## config.mk

```make
export PLATFORM = sky130hd
export DESIGN_NAME = rv_drpif
export DESIGN_NICKNAME = d
export VERILOG_FILES = /design/src/rtl/rv_drpif_pkg.sv /design/src/rtl/rv_drpif.sv
export SDC_FILE = /design/constraint.sdc
export NUM_CORES = 1
export LEC_CHECK = 0
export CAP_MARGIN = 25
export CORE_UTILIZATION = 50
export DETAILED_ROUTE_END_ITERATION = 10
export GPL_TIMING_DRIVEN = 0
export HOLD_SLACK_MARGIN = 0.02
export PLACE_DENSITY = 0.95
export SLEW_MARGIN = 20
export SYNTH_ARGS = -nofsm -noshare
export SYNTH_HDL_FRONTEND = slang
export SYNTH_SLANG_ARGS = --single-unit
export TNS_END_PERCENT = 5
```

## constraint.sdc

```tcl
create_clock -name clk -period 3.45 [get_ports clk]
set_clock_uncertainty 0.1 [all_clocks]
set_input_delay 0.345 -clock clk [delete_from_list [all_inputs] [get_ports clk]]
set_output_delay 0.345 -clock clk [all_outputs]
set_load 0.01 [all_outputs]
```

## src/rtl/rv_drpif_pkg.sv

```systemverilog
// Shared types and register map for the rv_core DRP master.
package rv_drpif_pkg;
  typedef logic [3:0]  u4_t;
  typedef logic [4:0]  u5_t;
  typedef logic [6:0]  u7_t;
  typedef logic [15:0] u16_t;

  typedef enum logic [1:0] {
    IDLE = 2'd0,
    REQ  = 2'd1,
    WAIT = 2'd2
  } drp_state_t;

  localparam u5_t DRP_DATA = 5'h00;
  localparam u5_t DRP_CMD  = 5'h04;
  localparam u5_t DRP_STAT = 5'h08;

  localparam int unsigned CMD_WR_BIT = 8;
  localparam int unsigned STAT_DONE  = 1;
  localparam int unsigned STAT_TMO   = 2;
  localparam int unsigned STAT_COLL  = 3;
endpackage

```

## src/rtl/rv_drpif.sv

```systemverilog
// CPU-bus DRP master: software-launched single read/write transactions with drdy
// timeout and sticky done/timeout/collision status.
module rv_drpif
  import rv_drpif_pkg::*;
#(
  parameter int unsigned TMO_CYC = 64
) (
  input  logic        clk,
  input  logic        xreset,
  input  logic [4:0]  adr,
  input  logic        cs,
  input  logic        rdy,
  input  logic [3:0]  we,
  input  logic        re,
  input  logic [31:0] dw,
  output logic [31:0] dr,
  output logic [6:0]  daddr_o,
  output logic        den_o,
  output logic        dwe_o,
  output logic [15:0] di_o,
  input  logic [15:0] do_i,
  input  logic        drdy_i,
  output logic        busy_o
);
  localparam int unsigned      CNT_W    = $clog2(TMO_CYC);
  localparam logic [CNT_W-1:0] CNT_LAST = CNT_W'(TMO_CYC - 1);

  drp_state_t       state_q, state_d;
  logic [CNT_W-1:0] cnt_q, cnt_d;
  u16_t             wdata_q, wdata_d, rdata_q, rdata_d, di_q, di_d;
  u7_t              addr_q, addr_d;
  logic             wr_q, wr_d;
  logic             done_q, done_d, tmo_q, tmo_d, coll_q, coll_d;
  logic             den_q, den_d, dwe_q, dwe_d, busy_q, busy_d;
  logic [31:0]      dr_q, dr_d, rd_mux;
  logic             wr_acc, rd_acc, data_wr, cmd_wr, stat_wr, launch;
  logic             unused_dw;

  assign wr_acc  = cs && rdy && (|we);
  assign rd_acc  = cs && re;
  assign data_wr = wr_acc && (adr == DRP_DATA);
  assign cmd_wr  = wr_acc && (adr == DRP_CMD) && we[0];
  assign stat_wr = wr_acc && (adr == DRP_STAT) && we[0];
  assign launch  = cmd_wr && (state_q == IDLE);
  assign unused_dw = ^dw[31:16];

  // State register
  always_ff @(posedge clk or negedge xreset) begin
    if (!xreset) state_q <= IDLE;
    else         state_q <= state_d;
  end

  // Next-state logic
  always_comb begin
    state_d = state_q;
    unique case (state_q)
      IDLE:    if (launch) state_d = REQ;
      REQ:     state_d = WAIT;
      WAIT:    if (drdy_i || (cnt_q == CNT_LAST)) state_d = IDLE;
      default: state_d = IDLE;
    endcase
  end

  // Read mux over the 32-byte window; unmapped offsets read as zero
  always_comb begin
    rd_mux = '0;
    case (adr)
      DRP_DATA: rd_mux = {16'b0, rdata_q};
      DRP_CMD:  rd_mux = {23'b0, wr_q, 1'b0, addr_q};
      DRP_STAT: rd_mux = {28'b0, coll_q, tmo_q, done_q, busy_q};
      default:  rd_mux = '0;
    endcase
  end

  // Output and datapath next values; status sets are applied after clears so sets win
  always_comb begin
    cnt_d   = cnt_q;
    wdata_d = wdata_q;
    rdata_d = rdata_q;
    addr_d  = addr_q;
    wr_d    = wr_q;
    di_d    = di_q;
    done_d  = done_q;
    tmo_d   = tmo_q;
    coll_d  = coll_q;
    dr_d    = dr_q;

    if (data_wr) begin
      if (we[0]) wdata_d[7:0]  = dw[7:0];
      if (we[1]) wdata_d[15:8] = dw[15:8];
    end
    if (stat_wr) begin
      if (dw[STAT_DONE]) done_d = 1'b0;
      if (dw[STAT_TMO])  tmo_d  = 1'b0;
      if (dw[STAT_COLL]) coll_d = 1'b0;
    end
    if (launch) begin
      addr_d = dw[6:0];
      wr_d   = dw[CMD_WR_BIT];
      di_d   = wdata_q;
      done_d = 1'b0;
      tmo_d  = 1'b0;
    end
    if (cmd_wr && (state_q != IDLE)) coll_d = 1'b1;

    if (state_q == REQ) cnt_d = '0;
    if (state_q == WAIT) begin
      if (drdy_i) begin
        done_d = 1'b1;
        if (!wr_q) rdata_d = do_i;
      end else if (cnt_q == CNT_LAST) begin
        tmo_d = 1'b1;
      end else begin
        cnt_d = cnt_q + CNT_W'(1);
      end
    end

    den_d  = (state_d == REQ);
    dwe_d  = den_d && wr_d;
    busy_d = (state_d != IDLE);
    if (rdy) dr_d = rd_acc ? rd_mux : 32'b0;
  end

  always_ff @(posedge clk or negedge xreset) begin
    if (!xreset) begin
      cnt_q   <= '0;
      wdata_q <= '0;
      rdata_q <= '0;
      addr_q  <= '0;
      wr_q    <= 1'b0;
      di_q    <= '0;
      done_q  <= 1'b0;
      tmo_q   <= 1'b0;
      coll_q  <= 1'b0;
      den_q   <= 1'b0;
      dwe_q   <= 1'b0;
      busy_q  <= 1'b0;
      dr_q    <= '0;
    end else begin
      cnt_q   <= cnt_d;
      wdata_q <= wdata_d;
      rdata_q <= rdata_d;
      addr_q  <= addr_d;
      wr_q    <= wr_d;
      di_q    <= di_d;
      done_q  <= done_d;
      tmo_q   <= tmo_d;
      coll_q  <= coll_d;
      den_q   <= den_d;
      dwe_q   <= dwe_d;
      busy_q  <= busy_d;
      dr_q    <= dr_d;
    end
  end

  assign dr      = dr_q;
  assign daddr_o = addr_q;
  assign den_o   = den_q;
  assign dwe_o   = dwe_q;
  assign di_o    = di_q;
  assign busy_o  = busy_q;
endmodule

```

Yosys cells after proc, flatten, opt, wreduce, memory -nomap -nowiden --
Cells that the tools add are included.
Storage, ports and cells: register bits 102, input bits 63, output and inout bits 58, logic and storage cells 70
Operators by class: add/sub/neg operators 1, equality and inequality tests 6, multiplexer cells 24, bitwise logic cells 1, reduce and logical (&&, ||, !) cells 23
Operators with widths (number):
- 16-bit case mux with 3 select lines | 1
- 32-bit 2-to-1 mux | 1
- 6-bit 2-to-1 mux | 4
- 1-bit 2-to-1 mux | 15
- 1-bit logical AND | 11
- 2-bit nonzero test | 4
- 6-bit by 1-bit adder with 6-bit output, second input constant | 1
- 6-bit equality test, second input constant | 1
- 2-bit case mux with 3 select lines | 1
- 2-bit AND reduction | 3
- 5-bit by 3-bit equality test with 1-bit output, second input constant | 1
- 5-bit by 4-bit equality test with 1-bit output, second input constant | 1
- 5-bit logical NOT | 1
- 2-bit by 1-bit equality test with 1-bit output, second input constant | 2
- 2-bit 2-to-1 mux | 2
- 4-bit OR reduction | 1
- 3-bit AND reduction | 1
- 2-bit equality test, second input constant | 1
- 2-bit logical NOT | 1
- 1-bit logical OR | 1
- 1-bit NOT | 1

Depth between registers and ports, before layout --
depth after elaboration 9, gate-level depth with buffers 6, depth with buffers taken out 6

Worst setup path before layout --
Ideal clock, no wire load.
path type input to register, start point in adr[1], end point reg addr_q[0], in the netlist daddr_o[0], data arrival time 1.512 ns, required time 3.225 ns, slack 1.713 ns, cell stages on the path 5, path buffers 1, path through or3_4 -> nor2_2 -> nand4b_4 -> buf_6 -> mux2_4
On the way: cells in the longest elaborated chain, start to end 4
Ends and longest elaborated chain:
- start: declaration | line rv_drpif.sv:10 | input logic [4:0] adr,
- 5-bit by 3-bit equality test with 1-bit output | line rv_drpif.sv:42 | assign cmd_wr = wr_acc && (adr == DRP_CMD) && we[0];
- 1-bit logical AND (2 in a row) | line rv_drpif.sv:42
- 1-bit logical AND | line rv_drpif.sv:44 | assign launch = cmd_wr && (state_q == IDLE);
- end signal: assignment | line rv_drpif.sv:143 | addr_q <= addr_d;
- end: declaration | line rv_drpif.sv:31 | u7_t addr_q, addr_d;
No other way between the ends. A chain may end at the register's enable or synchronous reset.

Worst setup path after layout --
start point in drdy_i, end point reg cnt_q[3]
On the way: cells in the longest elaborated chain, start to end 2
Ends and longest elaborated chain:
- start: declaration | line rv_drpif.sv:22 | input logic drdy_i,
- 6-bit 2-to-1 mux | line rv_drpif.sv:108 | if (drdy_i) begin
- 6-bit 2-to-1 mux | line rv_drpif.sv:107 | if (state_q == WAIT) begin
- named net cnt_d[3] | line rv_drpif.sv:29 | logic [CNT_W-1:0] cnt_q, cnt_d;
- end signal: assignment | line rv_drpif.sv:140 | cnt_q <= cnt_d;
- end: declaration | line rv_drpif.sv:29
The timed path passes the listed nets, and every way through them passes these cells.

==> summary.md <==
| Metric | Value |
|---|---|
| Yosys reg bits | 86 |
| Initial antenna violation count | 0 |
| Mean post-synth cell area | 13.4 um^2 |
| H-Tree Depth | 3 |
| Max Fanout on Critical Path | 5 |
| Total Wirelength | 7720 um |
| Reg2reg end | rdata_q[9] |
| Share of cells above drive strength 1 | 26.7% |
| Vias per inst | 4.98 |
| Die area | 7840 um^2 |
| Worst R2R Setup Slack | 1.61 ns |
| Final TNS setup | 0 ns |
| First-pass GRT wire length | 12300 um |
| CTS sink cnt | 86 |
| Data arrival, critical path | 2.07 ns |
| # Max-Cap Violations | 0 |
| Status | finished clean |
| Count of final max-slew check failures | 0 |
| Largest net degree at the start of global routing | 45 |
| Die Ht | 88.6 um |
| DRT iter0 DRCs | 105 |
| Yosys warning count | 0 |
| Placed inst area | 4790 um^2 |
| Final worst slack | 1.51 ns |
| EDFF count, synth | 0 |
| Synthesized cell area | 3750 um^2 |
| Slowest stage delay, CP | 0.48 ns |
| DPL Wire Length | 5700 um |
| Starting Density | 51.7% |
| Rows | 31 |
| DR WL/cell | 15.6 um |
| Share of total power in the clock network | 34.0% |
| Switching power | 0.456 mW |
| Fin crit period | 1.94 ns |
| CP Launch Type | primary input |
| Hold Worst Slack | 0.244 ns |
| Worst Hold Depth | 2 |
| Worst-Margin Slew | 0.549 ns |
| Hold EP | dr[15] |
| Post-synth cell types | 41 |
| R2R Path Start | state_q[0] |
| Max Fclk | 0.516 GHz |
| Routed via count | 2469 |
| Tightest slew margin relative to the limit | 63.4% |
| Unrepaired setup endpoints after global routing | no |
| Mapped Cells | 280 |
| Crit path max-delay cell type | clkdlybuf4s50_1 |
| VDD IR max | 0.282 mV |
| # IOs | 121 |
| Num CTS Buffers | 9 |
| CTS max path bufs | 2 |
| Placed Cells | 479 |
| Tot GR Track Use | 21.3% |
| Top_reg_cell synth | dfrtp_1 |
| Syn-to-layout area delta | 33.0% |
| Cell internal pwr | 1.50 mW |
| Pre-CTS WS | 1.13 ns |
| Vias in the first global route | 2545 |
| DRT antenna net count | 0 |
| Core ar. | 7250 um^2 |
| Min-delay worst type | in2reg |
| Final Core Density | 68.7% |
| Total power | 1.96 mW |
| Setup Fix Bufs, Post-CTS | 0 |
| Gpl congestion | 0.730 |
| Register area share after synthesis | 57.4% |
| GRT overflow | 0 |
| First drt pass iteration count | 4 |
| Final cell count without fillers | 496 |
| Post-route cell area | 4980 um^2 |
| Leak | 2.44 nW |
| Comb power frac | 10.6% |
| CP Capture Type | flop |
| Sw Ratio | 23.3% |
| Final hold violation count | 0 |
| CP required | 3.58 ns |
| IO buf count | 84 |
| FF-to-FF path depth | 5 |
| Synth async-reset ratio | 100% |
| CTS clk-pin slew, worst paths | 0.08 ns |
| Die width | 88.6 um |
| CTS tree | yes |
| Worst skew pair latency | 0.35 ns |
| Hold_sp | rdy |
| Power per cell area | 393 nW/um^2 |
| Drt drc | 0 |
| Nets | 456 |
| Period utilization | 56.1% |
| # diodes | 0 |
| Crit path kind | in2reg |
| Setup Viol. Count Final | 0 |
| Register share of total power | 55.4% |
| Cell breakdown of the critical path | clkdlybuf4s50_1 -> or3b_1 -> a31oi_1 -> nor2_1 -> a211o_1 |
| Root Driver | clkbuf_8 |
[state kept, by name, indices dropped and copies added (netlist names)]
name     count
busy_o       1
cnt_q        6
coll_q       1
daddr_o      7
den_o        1
di_o        16
done_q       1
dr          16
dwe_o        1
rdata_q     16
state_q      2
tmo_q        1
wdata_q     16
wr_q         1
[synth_stat cells (all sizes together) (2+ instances only)]
master  instances  area, um^2
nor2            8        32.5
o21ai          10        50.1
mux2           57         732
mux2i           8        80.1
nand3           3        15.0
and3            3        18.8
or3             3        23.8
inv            20        75.1
buf            25         184
nand2          13        48.8
nor2b           5        31.3
nor3            3        20.0
a21oi           7        35.0
o22ai           8        50.1
a32o            2        20.0
dfrtp          86        2150
[how the worst max path moves through the flow]
stage,depth (start not counted),from,slack [ns],to
after floorplan,5,adr[1],1.71,daddr_o[0]
after global placement,1,xreset,-1.02,wdata_q[15]
after detailed placement,5,adr[1],1.13,wdata_q[9]
after CTS,5,adr[1],1.51,wdata_q[11]
after global routing,5,drdy_i,1.37,cnt_q[5]
final,5,drdy_i,1.51,cnt_q[3]
[placed cells by master (no fill, tap or decap), types with 2 or more instances in the layout]
cell             count
clkbuf_8            12
dfrtp_1             86
mux2_2              33
nor2b_1              5
nor2_1               7
mux2_4              24
nand2_1             13
nor3_1               2
mux2i_1              8
nand3_1              3
inv_1               20
clkinv_2             2
a32o_1               2
o22ai_1              8
conb_1              16
clkbuf_1             2
and3_1               3
buf_4               17
o21ai_0             10
a21oi_1              7
buf_6                3
clkdlybuf4s50_1     83
or3_1                2
buf_2                6
[cells by family after synthesis]
kind of cell	synth area share, %
AO/OA/AOI/OAI	5.21
adder cells (fa/ha/maj)	0.334
buffers and inverters	7.01
flip-flops	57.4
multiplexers	21.7
other	0.100
AND/OR/NAND/NOR	8.25
[critical path, delay by kind of cell]
| family | cells | cell delay (ns) |
|---|---|---|
| buffers and inverters | 1 | 0.48 |
| and+or+nand+nor | 2 | 0.63 |
| AOI/OAI and AO/OA | 2 | 0.61 |
[timing repair]
action                                 CTS  global route
resized for setup                        0             0
hold buffers                             1             0
setup endpoints to repair                0             0
endpoints found under the hold margin   43             0
[power groups by stage]
stage | Clock, mW | Combinational [mW] | Sequential (mW)
CTS | 0.673 | 0.209 | 1.08
global placement | 0 | 0.199 | 1.10
global route | 0.723 | 0.226 | 1.09
finish | 0.665 | 0.207 | 1.08
detailed placement | 0 | 0.207 | 1.10
floorplan | 0 | 0.0952 | 1.10
[area by class of cell]
type / count / area, um^2
Inverter: 20 / 75.1
Fill cell: 499 / 2270
Sequential cell: 86 / 2150
Multi-Input combinational cell: 163 / 1390
Buffer: 26 / 188
Clock inverter: 3 / 17.5
Timing Repair Buffer: 86 / 868
Clock buffer: 13 / 169
Tap cell: 99 / 124
[routing by layer]
layer / share of wire [%] / track usage [%]
met5: 0 / 0
met3: 6.1 / 4.66
met2: 49 / 35.8
met1: 43 / 27.0
met4: 1.5 / 8.65
Note: power is estimated with default switching activity, not from simulation.
